### src/rtl/ascii_tile_mapper_pkg.sv
// ascii_pkg: shared state type, ASCII ramp and default geometry constants
// for the ascii_tile_mapper block.
package ascii_pkg;

  typedef enum logic [2:0] {
    IDLE,
    READ,
    DRAIN,
    WRITE,
    DONE
  } state_e;

  // Default 640x480 frame cut into 8x8 tiles.
  localparam int TILES_X  = 80;
  localparam int TILES_Y  = 60;
  localparam int TILE_PIX = 64;
  localparam int SUM_W    = 10;

  // Darkest to brightest: " .,:-=+*ox%#&$W@"
  localparam logic [7:0] RAMP [16] = '{
    8'h20, 8'h2E, 8'h2C, 8'h3A, 8'h2D, 8'h3D, 8'h2B, 8'h2A,
    8'h6F, 8'h78, 8'h25, 8'h23, 8'h26, 8'h24, 8'h57, 8'h40
  };

  function automatic logic [7:0] ramp_char(input logic [3:0] idx);
    return RAMP[idx];
  endfunction

endpackage

### src/rtl/ascii_tile_mapper_tile_addr_gen.sv
// tile_addr_gen: walks the frame buffer tile by tile (px fastest, then py,
// then tiles in raster order) and keeps a running read address so no
// multiplier is needed. The address only moves when the next read is issued,
// so it holds the last issued address while the reader is idle.
module tile_addr_gen
  import ascii_pkg::*;
#(
  parameter int IMG_W  = 640,
  parameter int TILE_W = 8,
  parameter int TILE_H = 8,
  parameter int TX_N   = TILES_X,
  parameter int TY_N   = TILES_Y,
  parameter int FB_AW  = 19
) (
  input  logic             clk,
  input  logic             reset,
  input  logic             clear_i,
  input  logic             adv_i,
  output logic [FB_AW-1:0] fb_addr_o,
  output logic             last_pix_o,
  output logic             last_tile_o
);

  localparam int PXW = (TILE_W > 1) ? $clog2(TILE_W) : 1;
  localparam int PYW = (TILE_H > 1) ? $clog2(TILE_H) : 1;
  localparam int TXW = (TX_N > 1) ? $clog2(TX_N) : 1;
  localparam int TYW = (TY_N > 1) ? $clog2(TY_N) : 1;
  // From the last pixel of a tile row to the first pixel of the next row.
  localparam logic [FB_AW-1:0] ROW_STEP  = FB_AW'(IMG_W - TILE_W + 1);
  // Tile origin to the next tile origin on the same band.
  localparam logic [FB_AW-1:0] TILE_STEP = FB_AW'(TILE_W);
  // Origin of the last tile in a band to the first tile of the next band.
  localparam logic [FB_AW-1:0] BAND_STEP = FB_AW'(TILE_H * IMG_W - (TX_N - 1) * TILE_W);

  logic [PXW-1:0]   px_q, px_d;
  logic [PYW-1:0]   py_q, py_d;
  logic [TXW-1:0]   tx_q, tx_d;
  logic [TYW-1:0]   ty_q, ty_d;
  logic [FB_AW-1:0] addr_q, addr_d;
  logic [FB_AW-1:0] base_q, base_d;
  logic             end_px, end_py, end_tx, end_ty;

  assign end_px      = (px_q == PXW'(TILE_W - 1));
  assign end_py      = (py_q == PYW'(TILE_H - 1));
  assign end_tx      = (tx_q == TXW'(TX_N - 1));
  assign end_ty      = (ty_q == TYW'(TY_N - 1));
  assign last_pix_o  = end_px && end_py;
  assign last_tile_o = end_tx && end_ty;
  assign fb_addr_o   = addr_q;

  // Next position: restart at frame origin, or step one pixel forward.
  always_comb begin
    px_d   = px_q;
    py_d   = py_q;
    tx_d   = tx_q;
    ty_d   = ty_q;
    addr_d = addr_q;
    base_d = base_q;
    if (clear_i) begin
      px_d   = '0;
      py_d   = '0;
      tx_d   = '0;
      ty_d   = '0;
      addr_d = '0;
      base_d = '0;
    end else if (adv_i) begin
      if (!end_px) begin
        px_d   = px_q + PXW'(1);
        addr_d = addr_q + FB_AW'(1);
      end else if (!end_py) begin
        px_d   = '0;
        py_d   = py_q + PYW'(1);
        addr_d = addr_q + ROW_STEP;
      end else begin
        px_d = '0;
        py_d = '0;
        if (!end_tx) begin
          tx_d   = tx_q + TXW'(1);
          base_d = base_q + TILE_STEP;
        end else begin
          tx_d   = '0;
          ty_d   = ty_q + TYW'(1);
          base_d = base_q + BAND_STEP;
        end
        addr_d = base_d;
      end
    end
  end

  // Counter and address registers.
  always_ff @(posedge clk) begin
    if (reset) begin
      px_q   <= '0;
      py_q   <= '0;
      tx_q   <= '0;
      ty_q   <= '0;
      addr_q <= '0;
      base_q <= '0;
    end else begin
      px_q   <= px_d;
      py_q   <= py_d;
      tx_q   <= tx_d;
      ty_q   <= ty_d;
      addr_q <= addr_d;
      base_q <= base_d;
    end
  end

endmodule

### src/rtl/ascii_tile_mapper.sv
// ascii_tile_mapper: averages each tile of the luma frame buffer and writes
// one ASCII ramp character per tile into the character buffer.
// Optional build macro ASCII_TILE_INVERT_EN: reverses the ramp index
// (15 - luma) for dark-on-light displays.
module ascii_tile_mapper
  import ascii_pkg::*;
#(
  parameter int IMG_W  = 640,
  parameter int IMG_H  = 480,
  parameter int TILE_W = 8,
  parameter int TILE_H = 8,
  parameter int RD_LAT = 1,
  parameter int FB_AW  = 19,
  parameter int PIX_W  = 4,
  parameter int CH_AW  = 13
) (
  input  logic             clk,
  input  logic             reset,
  input  logic             start,
  output logic             busy,
  output logic             done,
  output logic             fb_rd,
  output logic [FB_AW-1:0] fb_addr,
  input  logic [PIX_W-1:0] fb_data,
  output logic             char_we,
  output logic [CH_AW-1:0] char_addr,
  output logic [7:0]       char_data
);

  localparam int TX_N     = IMG_W / TILE_W;
  localparam int TY_N     = IMG_H / TILE_H;
  localparam int N_PIX    = TILE_W * TILE_H;
  localparam int LOG2_PIX = $clog2(N_PIX);
  localparam int SW       = $clog2(N_PIX * ((1 << PIX_W) - 1) + 1);
  localparam int DW       = (RD_LAT > 1) ? $clog2(RD_LAT) : 1;

  state_e           state_q, state_d;
  logic [RD_LAT-1:0] vld_q;
  logic [SW-1:0]    sum_q, sum_d, acc_sum;
  logic [DW-1:0]    drain_q, drain_d;
  logic [CH_AW-1:0] tile_q, tile_d;
  logic [CH_AW-1:0] char_addr_q, char_addr_d;
  logic [7:0]       char_data_q, char_data_d;
  logic             gen_clear, gen_adv, last_pix, last_tile;
  logic [3:0]       luma, ramp_idx;

  tile_addr_gen #(
    .IMG_W (IMG_W),
    .TILE_W(TILE_W),
    .TILE_H(TILE_H),
    .TX_N  (TX_N),
    .TY_N  (TY_N),
    .FB_AW (FB_AW)
  ) u_addr_gen (
    .clk        (clk),
    .reset      (reset),
    .clear_i    (gen_clear),
    .adv_i      (gen_adv),
    .fb_addr_o  (fb_addr),
    .last_pix_o (last_pix),
    .last_tile_o(last_tile)
  );

  // The delayed read strobe marks cycles where fb_data belongs to the tile.
  assign acc_sum = vld_q[RD_LAT-1] ? (sum_q + SW'(fb_data)) : sum_q;
  assign luma    = 4'(acc_sum >> LOG2_PIX);

`ifdef ASCII_TILE_INVERT_EN
  assign ramp_idx = 4'd15 - luma;
`else
  assign ramp_idx = luma;
`endif

  assign busy      = (state_q != IDLE);
  assign done      = (state_q == DONE);
  assign fb_rd     = (state_q == READ);
  assign char_we   = (state_q == WRITE);
  assign char_addr = char_addr_q;
  assign char_data = char_data_q;

  // Sequencing FSM with accumulator and character/address capture.
  always_comb begin
    state_d     = state_q;
    sum_d       = acc_sum;
    drain_d     = drain_q;
    tile_d      = tile_q;
    char_addr_d = char_addr_q;
    char_data_d = char_data_q;
    gen_clear   = 1'b0;
    gen_adv     = 1'b0;
    case (state_q)
      IDLE: begin
        if (start) begin
          state_d   = READ;
          sum_d     = '0;
          tile_d    = '0;
          gen_clear = 1'b1;
        end
      end
      READ: begin
        if (last_pix) begin
          state_d = DRAIN;
          drain_d = '0;
        end else begin
          gen_adv = 1'b1;
        end
      end
      DRAIN: begin
        // The final pixel lands in the last drain cycle, so the mean is
        // taken from the running sum including it.
        if (drain_q == DW'(RD_LAT - 1)) begin
          state_d     = WRITE;
          char_addr_d = tile_q;
          char_data_d = ramp_char(ramp_idx);
        end else begin
          drain_d = drain_q + DW'(1);
        end
      end
      WRITE: begin
        if (last_tile) begin
          state_d = DONE;
        end else begin
          state_d = READ;
          sum_d   = '0;
          tile_d  = tile_q + CH_AW'(1);
          gen_adv = 1'b1;
        end
      end
      DONE: state_d = IDLE;
      default: state_d = IDLE;
    endcase
  end

  // State, read-valid pipeline and datapath registers.
  always_ff @(posedge clk) begin
    if (reset) begin
      state_q     <= IDLE;
      vld_q       <= '0;
      sum_q       <= '0;
      drain_q     <= '0;
      tile_q      <= '0;
      char_addr_q <= '0;
      char_data_q <= '0;
    end else begin
      state_q     <= state_d;
      vld_q       <= RD_LAT'({vld_q, fb_rd});
      sum_q       <= sum_d;
      drain_q     <= drain_d;
      tile_q      <= tile_d;
      char_addr_q <= char_addr_d;
      char_data_q <= char_data_d;
    end
  end

endmodule

### config.mk
export PLATFORM = sky130hd
export DESIGN_NAME = ascii_tile_mapper
export DESIGN_NICKNAME = d
export VERILOG_FILES = /design/src/rtl/ascii_tile_mapper_pkg.sv /design/src/rtl/ascii_tile_mapper_tile_addr_gen.sv /design/src/rtl/ascii_tile_mapper.sv
export SDC_FILE = /design/constraint.sdc
export NUM_CORES = 1
export LEC_CHECK = 0
export BUFFER_PORTS_ARGS = -buffer_cell sky130_fd_sc_hd__buf_2
export CELL_PAD_IN_SITES_DETAIL_PLACEMENT = 2
export CELL_PAD_IN_SITES_GLOBAL_PLACEMENT = 2
export CORE_ASPECT_RATIO = 1.4
export CORE_MARGIN = 3
export CORE_UTILIZATION = 38
export CTS_CLUSTER_DIAMETER = 30
export DETAILED_ROUTE_END_ITERATION = 10
export PLACE_DENSITY_LB_ADDON = 0.1
export SYNTH_ARGS = -nofsm -noshare
export SYNTH_HDL_FRONTEND = slang
export SYNTH_SLANG_ARGS = --single-unit
### constraint.sdc
create_clock -name clk -period 5.6 [get_ports clk]
set_input_delay 0.84 -clock clk [delete_from_list [all_inputs] [get_ports clk]]
set_output_delay 0.84 -clock clk [all_outputs]
set_load 0.02 [all_outputs]
* Word level (Yosys, flattened, before mapping)
Memories as Yosys holds them, arrays and structs flattened. A register that Yosys moved wholly into a read port is not among the register bits. Cells that the tools add are included. W data, S select, Z words.
Cells by class: $add $sub $neg 11, eq/ne operators 12, muxes and demuxes 26, bitwise logic cells 2, reductions and logical operators 14
Operators with widths (count):
- $mux W19 | 3
- $mux W10 | 3
- $mux W13 | 2
- $pmux W13 S2 | 1
- $pmux W10 S2 | 1
- $add A19 B1 Y19 const B | 1
- $add A19 B10 Y19 const B | 1
- $add A19 B13 Y19 const B | 1
- $add A19 B4 Y19 const B | 1
- $mux W3 | 6
- $add A13 B1 Y13 const B | 1
- $pmux W3 S4 | 1
- $add A10 B4 Y10 | 1
- $eq A3 B3 Y1 const B | 3
- $reduce_and A3 Y1 | 3
- $add A7 B1 Y7 const B | 1
- $eq A7 B7 Y1 const B | 1
- $mux W7 | 1
- $add A3 B1 Y3 const B | 2
- $add A6 B1 Y6 const B | 1
- $eq A3 B2 Y1 const B | 2
- $eq A6 B6 Y1 const B | 1
- $mux W1 | 6
- $ne A2 B2 Y1 const B | 3
- 13 further kinds | 18
Storage, ports and cells: bits in registers 98, ROM bits 128, memories kept 1
Memory list:
- (no name shown) | words 16, width 8, read ports 1, clocked after Yosys merged registers in 1, write ports 0, RTL line ascii_tile_mapper_pkg.sv:26 | return RAMP[idx];

* Depth between registers and ports, before layout
word-level depth 5, depth in mapped cells 13

* Modules after synthesis
Synthesis repeated with hierarchy kept, for this count alone.
Second synthesis, totals: cell total of the unflattened synthesis 718, area, all modules 5785.5 µm²
Modules (own cells, without submodules):
- tile_addr_gen | instances 1, cells each 454, area an instance 3470.8 µm², sequential area each 1081.0 µm²
- ascii_tile_mapper | instances 1, cells each 264, area an instance 2314.7 µm², sequential area each 940.9 µm²

* Least setup slack after synthesis
No wires, ideal clock.
path kind input -> register, from in fb_data[1], to reg char_data_q[0] (netlist: char_data[0]), setup time 0.142 ns, arrival time 3.147 ns, data required time 5.458 ns, setup slack 2.311 ns, stages 13, path buffers 0, cells stage by stage ha_1 a211o_1 a21o_1 nor3b_1 xnor2_1 inv_1 ha_1 nor2b_1 nor2b_1 a211oi_1 a21oi_1 o31ai_1 a311oi_1
On the way: longest elaborated chain between the ends 3
RTL lines:
- start, declared | RTL line ascii_tile_mapper.sv:24 | input logic [PIX_W-1:0] fb_data,
- $add A10 B4 Y10 | RTL line ascii_tile_mapper.sv:65 | assign acc_sum = vld_q[RD_LAT-1] ? (sum_q + SW'(fb_data)) : sum_q;
- $mux W10 | RTL line ascii_tile_mapper.sv:65
- $not A4 Y5 (implied by the code) | RTL line ascii_tile_mapper_pkg.sv:26
- end, declared | RTL line ascii_tile_mapper.sv:43 | logic [7:0] char_data_q, char_data_d;
No other way between the ends. A chain may end at the register's enable or synchronous reset.

* Worst setup path after layout
from in fb_data[1], to reg char_data_q[4] (netlist: char_data[4])
The elaborated chain is that of the path after synthesis.

==> impl_metrics.py <==
metrics = {
    "run_status": {
        "status": "finished clean",
    },
    "hold_path": {
        "hold_path_class": "reg -> reg",
        "whs_path_depth": 2,
    },
    "route": {
        "vias": 5476,
        "route.detailed.drc": 0,
        "ant_nets": 0,
        "routedWlPerCell_um": 19.7,
        "highest_layer": "met4",
        "viasPerCell": 5.91,
        "first_pass_iters": 4,
        "drt_wl_total_um": 18200,
        "dr.first_iter.drc_count": 154,
        "wl_met3_um": 416,
        "met1_length_um": 7270,
        "wl_met2_um": 10100,
    },
    "yosys": {
        "syn_inst": 707,
        "synth_cell_types": 64,
        "yosys_warnings": 0,
        "synth_mux_area_share_pct": 1.11,
        "synthArstFlopShare_pct": 0,
        "synth_compound_area_share_pct": 20.9,
        "synthXorXnorAreaFrac_pct": 8.26,
        "yosys.area_share.simple_pct": 24.7,
        "syn_nets": 736,
        "synth-seq-cells": 101,
        "avgSynthCellArea_um2": 7.95,
        "ys_seq_area_share_pct": 36.0,
        "synth_top_family_by_area": "simple AND/OR/NAND/NOR gates",
        "syn_area_um2": 5620,
        "synth_flop_cell": "dfxtp_1",
        "yosys.area_share.adder_pct": 5.03,
        "synth_edf_count": 0,
    },
    "power": {
        "internal_power_uw": 1060,
        "p_per_area_nw_per_um2": 230,
        "total_power_uw": 1450,
        "seq_power_share_pct": 50.4,
        "p_comb_share_pct": 4.6,
        "power.share.clock_pct": 45.0,
        "ir_worst_vdd_uv": 189,
        "power_switching_share_pct": 26.5,
        "total_leakage_power_uw": 0.00231,
        "p_sw_uw": 383,
    },
    "critical_path": {
        "required_ns": 5.82,
        "critPathKind": "in -> reg",
        "r2r-start": "sum_q[1]",
        "worstSetupEndpointType": "register",
        "critPathLaunchType": "input port",
        "ff2ff_setup_slack_ns": 2.23,
        "critical_path.endpoint": "char_data[4]",
        "cp_max_fo": 9,
        "rr_endpoint": "char_data[4]",
        "worst_r2r_path_depth": 13,
        "crit_arrival_ns": 3.85,
        "timing.critical_path.from": "fb_data[1]",
    },
    "global_route": {
        "grt_pass1_wl_um": 30600,
        "antenna_found_initial": 0,
        "grt_pass1_vias": 6008,
        "grt_usage_pct": 23.4,
        "grt_max_degree": 33,
        "grt-ovfl-total": 0,
    },
    "sta": {
        "max-slew-margin-rel_pct": 29.2,
        "fmax_mhz": 276,
        "skew_ns": 0.0156,
        "final.setup.tns_ns": 0,
        "fin_crit_ns": 3.63,
        "finalHoldViolCount": 0,
        "tightest_slew_ns": 1.06,
        "rsz0062_at_grt": "no",
        "hold_ws_ns": 0.462,
        "drv_slew": 0,
        "period_share_pct": 64.8,
        "setup_violations": 0,
    },
    "floorplanning": {
        "die_y_um": 150,
        "dieWidth_um": 109,
        "core_area_um2": 14400,
        "die_area_um2": 16300,
        "io_pins": 51,
        "row_count": 52,
        "start_util_pct": 38.9,
    },
    "placed_design": {
        "port_buffers": 49,
        "place_area_um2": 5980,
        "gp_congestion": 0.786,
        "dp_hpwl_um": 13300,
    },
    "clock_network": {
        "clk_pin_slew_ns": 0.08,
        "cts_setup_buffers": 0,
        "cts_tree": "done",
        "postCtsHoldBufs": 0,
        "cts_resized": 0,
        "cts_made_buffers": 9,
        "cts.sinks": 101,
        "clk_latency_ns": 0.36,
        "cts_root_buf": "clkbuf_16",
        "cts_max_level": 3,
        "ctsLongestPathBuffers": 2,
    },
    "cells_and_area": {
        "insertedDiodeCount": 0,
        "multiInputGateArea_um2": 3380,
        "final_util_pct": 43.6,
        "nFillCells": 1672,
        "regArea_um2": 2020,
        "drive_gt1_share_pct": 10.7,
        "finalInstanceArea_um2": 6290,
        "final_nets": 761,
        "syn_to_final_growth_pct": 12.0,
    },
    "flow_run": {
        "cap_violations": 0,
    },
}
synthesized netlist by cell type, types with 3 or more instances:
cell type / number / area (um^2)
xor2_1: 23 / 201
xnor2_1: 30 / 263
and2_1: 8 / 50.1
mux2i_1: 4 / 40.0
nand2b_1: 4 / 25.0
nor2_1: 72 / 270
nor3b_1: 3 / 22.5
nor4_1: 5 / 31.3
buf_1: 3 / 11.3
a21o_1: 4 / 30.0
o2bb2ai_1: 3 / 26.3
nand2_1: 84 / 315
o211a_1: 3 / 30.0
inv_1: 14 / 52.6
or4_1: 4 / 30.0
nand4_1: 11 / 68.8
a2111oi_0: 3 / 26.3
a211oi_1: 8 / 60.1
a21oi_1: 67 / 335
o21a_1: 5 / 37.5
ha_1: 21 / 263
nand4b_1: 3 / 26.3
a221oi_1: 5 / 43.8
a211o_1: 4 / 35.0
o22ai_1: 5 / 31.3
a22oi_1: 3 / 22.5
a311oi_1: 3 / 26.3
clkbuf_1: 34 / 128
or3_1: 8 / 50.1
a31oi_1: 8 / 50.1
o211ai_1: 8 / 60.1
o21ai_0: 36 / 180
nand3_1: 32 / 160
and3_1: 9 / 56.3
nor3_1: 19 / 95.1
and4_1: 4 / 35.0
nor2b_1: 6 / 37.5
o31ai_1: 7 / 52.6
o21bai_1: 3 / 22.5
dfxtp_1: 101 / 2020
layer usage:
metal / vias to the layer above / GRT usage (%)
li1: 2589 / -
met2: 78 / 45.5
met5: - / 0
met3: 19 / 2.46
met4: 0 / 7.26
met1: 2790 / 26.1
layout make-up:
| type | count | share of cell area, % |
|---|---|---|
| clock inverters | 7 | 1.41 |
| clock buffers | 9 | 3.58 |
| flip-flops and latches | 101 | 32.1 |
| repair buffers | 55 | 4.61 |
| inverters | 14 | 0.835 |
| well taps | 189 | 3.76 |
| multi-input cells | 551 | 53.7 |
cell families (layout without fill, tap and decap cells):
kind of cell	after synthesis	in the layout
AO/OA/AOI/OAI	186	186
multiplexers	5	5
buffers and inverters	55	85
adder cells (fa/ha/maj)	22	22
flip-flops	101	101
other	1	1
AND/OR/NAND/NOR	284	284
XOR/XNOR	53	53
sequential cells by signal, indices dropped and copies added, names as in the netlist:
| signal | count |
|---|---|
| sum_q | 10 |
| vld_q | 1 |
| char_data | 7 |
| u_addr_gen.ty_q | 6 |
| tile_q | 13 |
| state_q | 3 |
| char_addr | 13 |
| u_addr_gen.px_q | 3 |
| u_addr_gen.tx_q | 7 |
| u_addr_gen.fb_addr_o | 19 |
| u_addr_gen.base_q | 16 |
| u_addr_gen.py_q | 3 |
placed cells by master, fill, tap and decap left out, drive strengths merged, types with 7 or more instances in the layout:
master	Yosys	layout
a211oi	8	8
a21oi	67	67
a31oi	8	8
and2	8	8
and3	9	9
buf	7	55
clkbuf	34	9
dfxtp	101	101
ha	21	21
inv	14	17
nand2	84	84
nand3	32	32
nand4	11	11
nor2	72	72
nor3	20	20
o211ai	8	8
o21ai	37	37
o31ai	7	7
or3	9	9
xnor2	30	30
xor2	23	23
through the flow:
stage | worst slack [ns] | cells
CTS | 1.95 | 926
global route | 1.69 | 926
detailed placement | 1.54 | 910
global placement | 1.88 | 910
finish | 1.97 | 926
floorplan | 2.31 | 707
worst min-delay path by stage:
stage / start / end / slack (ns)
3_3_place_gp: char_addr[5] / char_addr[5] / 0.44
2_1_floorplan: u_addr_gen.px_q[1] / u_addr_gen.px_q[1] / 0.44
3_5_place_dp: char_addr[6] / char_addr[6] / 0.46
5_1_grt: char_addr[6] / char_addr[6] / 0.49
6_report: char_addr[6] / char_addr[6] / 0.46
4_1_cts: char_addr[6] / char_addr[6] / 0.47
worst max-delay path: stages:
cell       delay [ns]
buf_2            0.12
ha_1             0.31
a211o_1          0.30
a21o_1           0.21
nor3b_1          0.16
xnor2_1          0.65
inv_1            0.19
ha_1             0.29
nor2b_1          0.16
a2111oi_0        0.09
a211oi_1         0.19
a21oi_1          0.09
o211ai_1         0.13
a31oi_1          0.11
power by group through the flow:
stage	combinational, uW	clock (uW)	sequential [uW]
after floorplan	44.4	0	744
after detailed placement	67.0	0	745
final	66.4	651	728
after CTS	67.3	671	728
after global routing	74.7	700	729
after global placement	63.9	0	745
No activity file was read; power rests on OpenSTA's default activity.
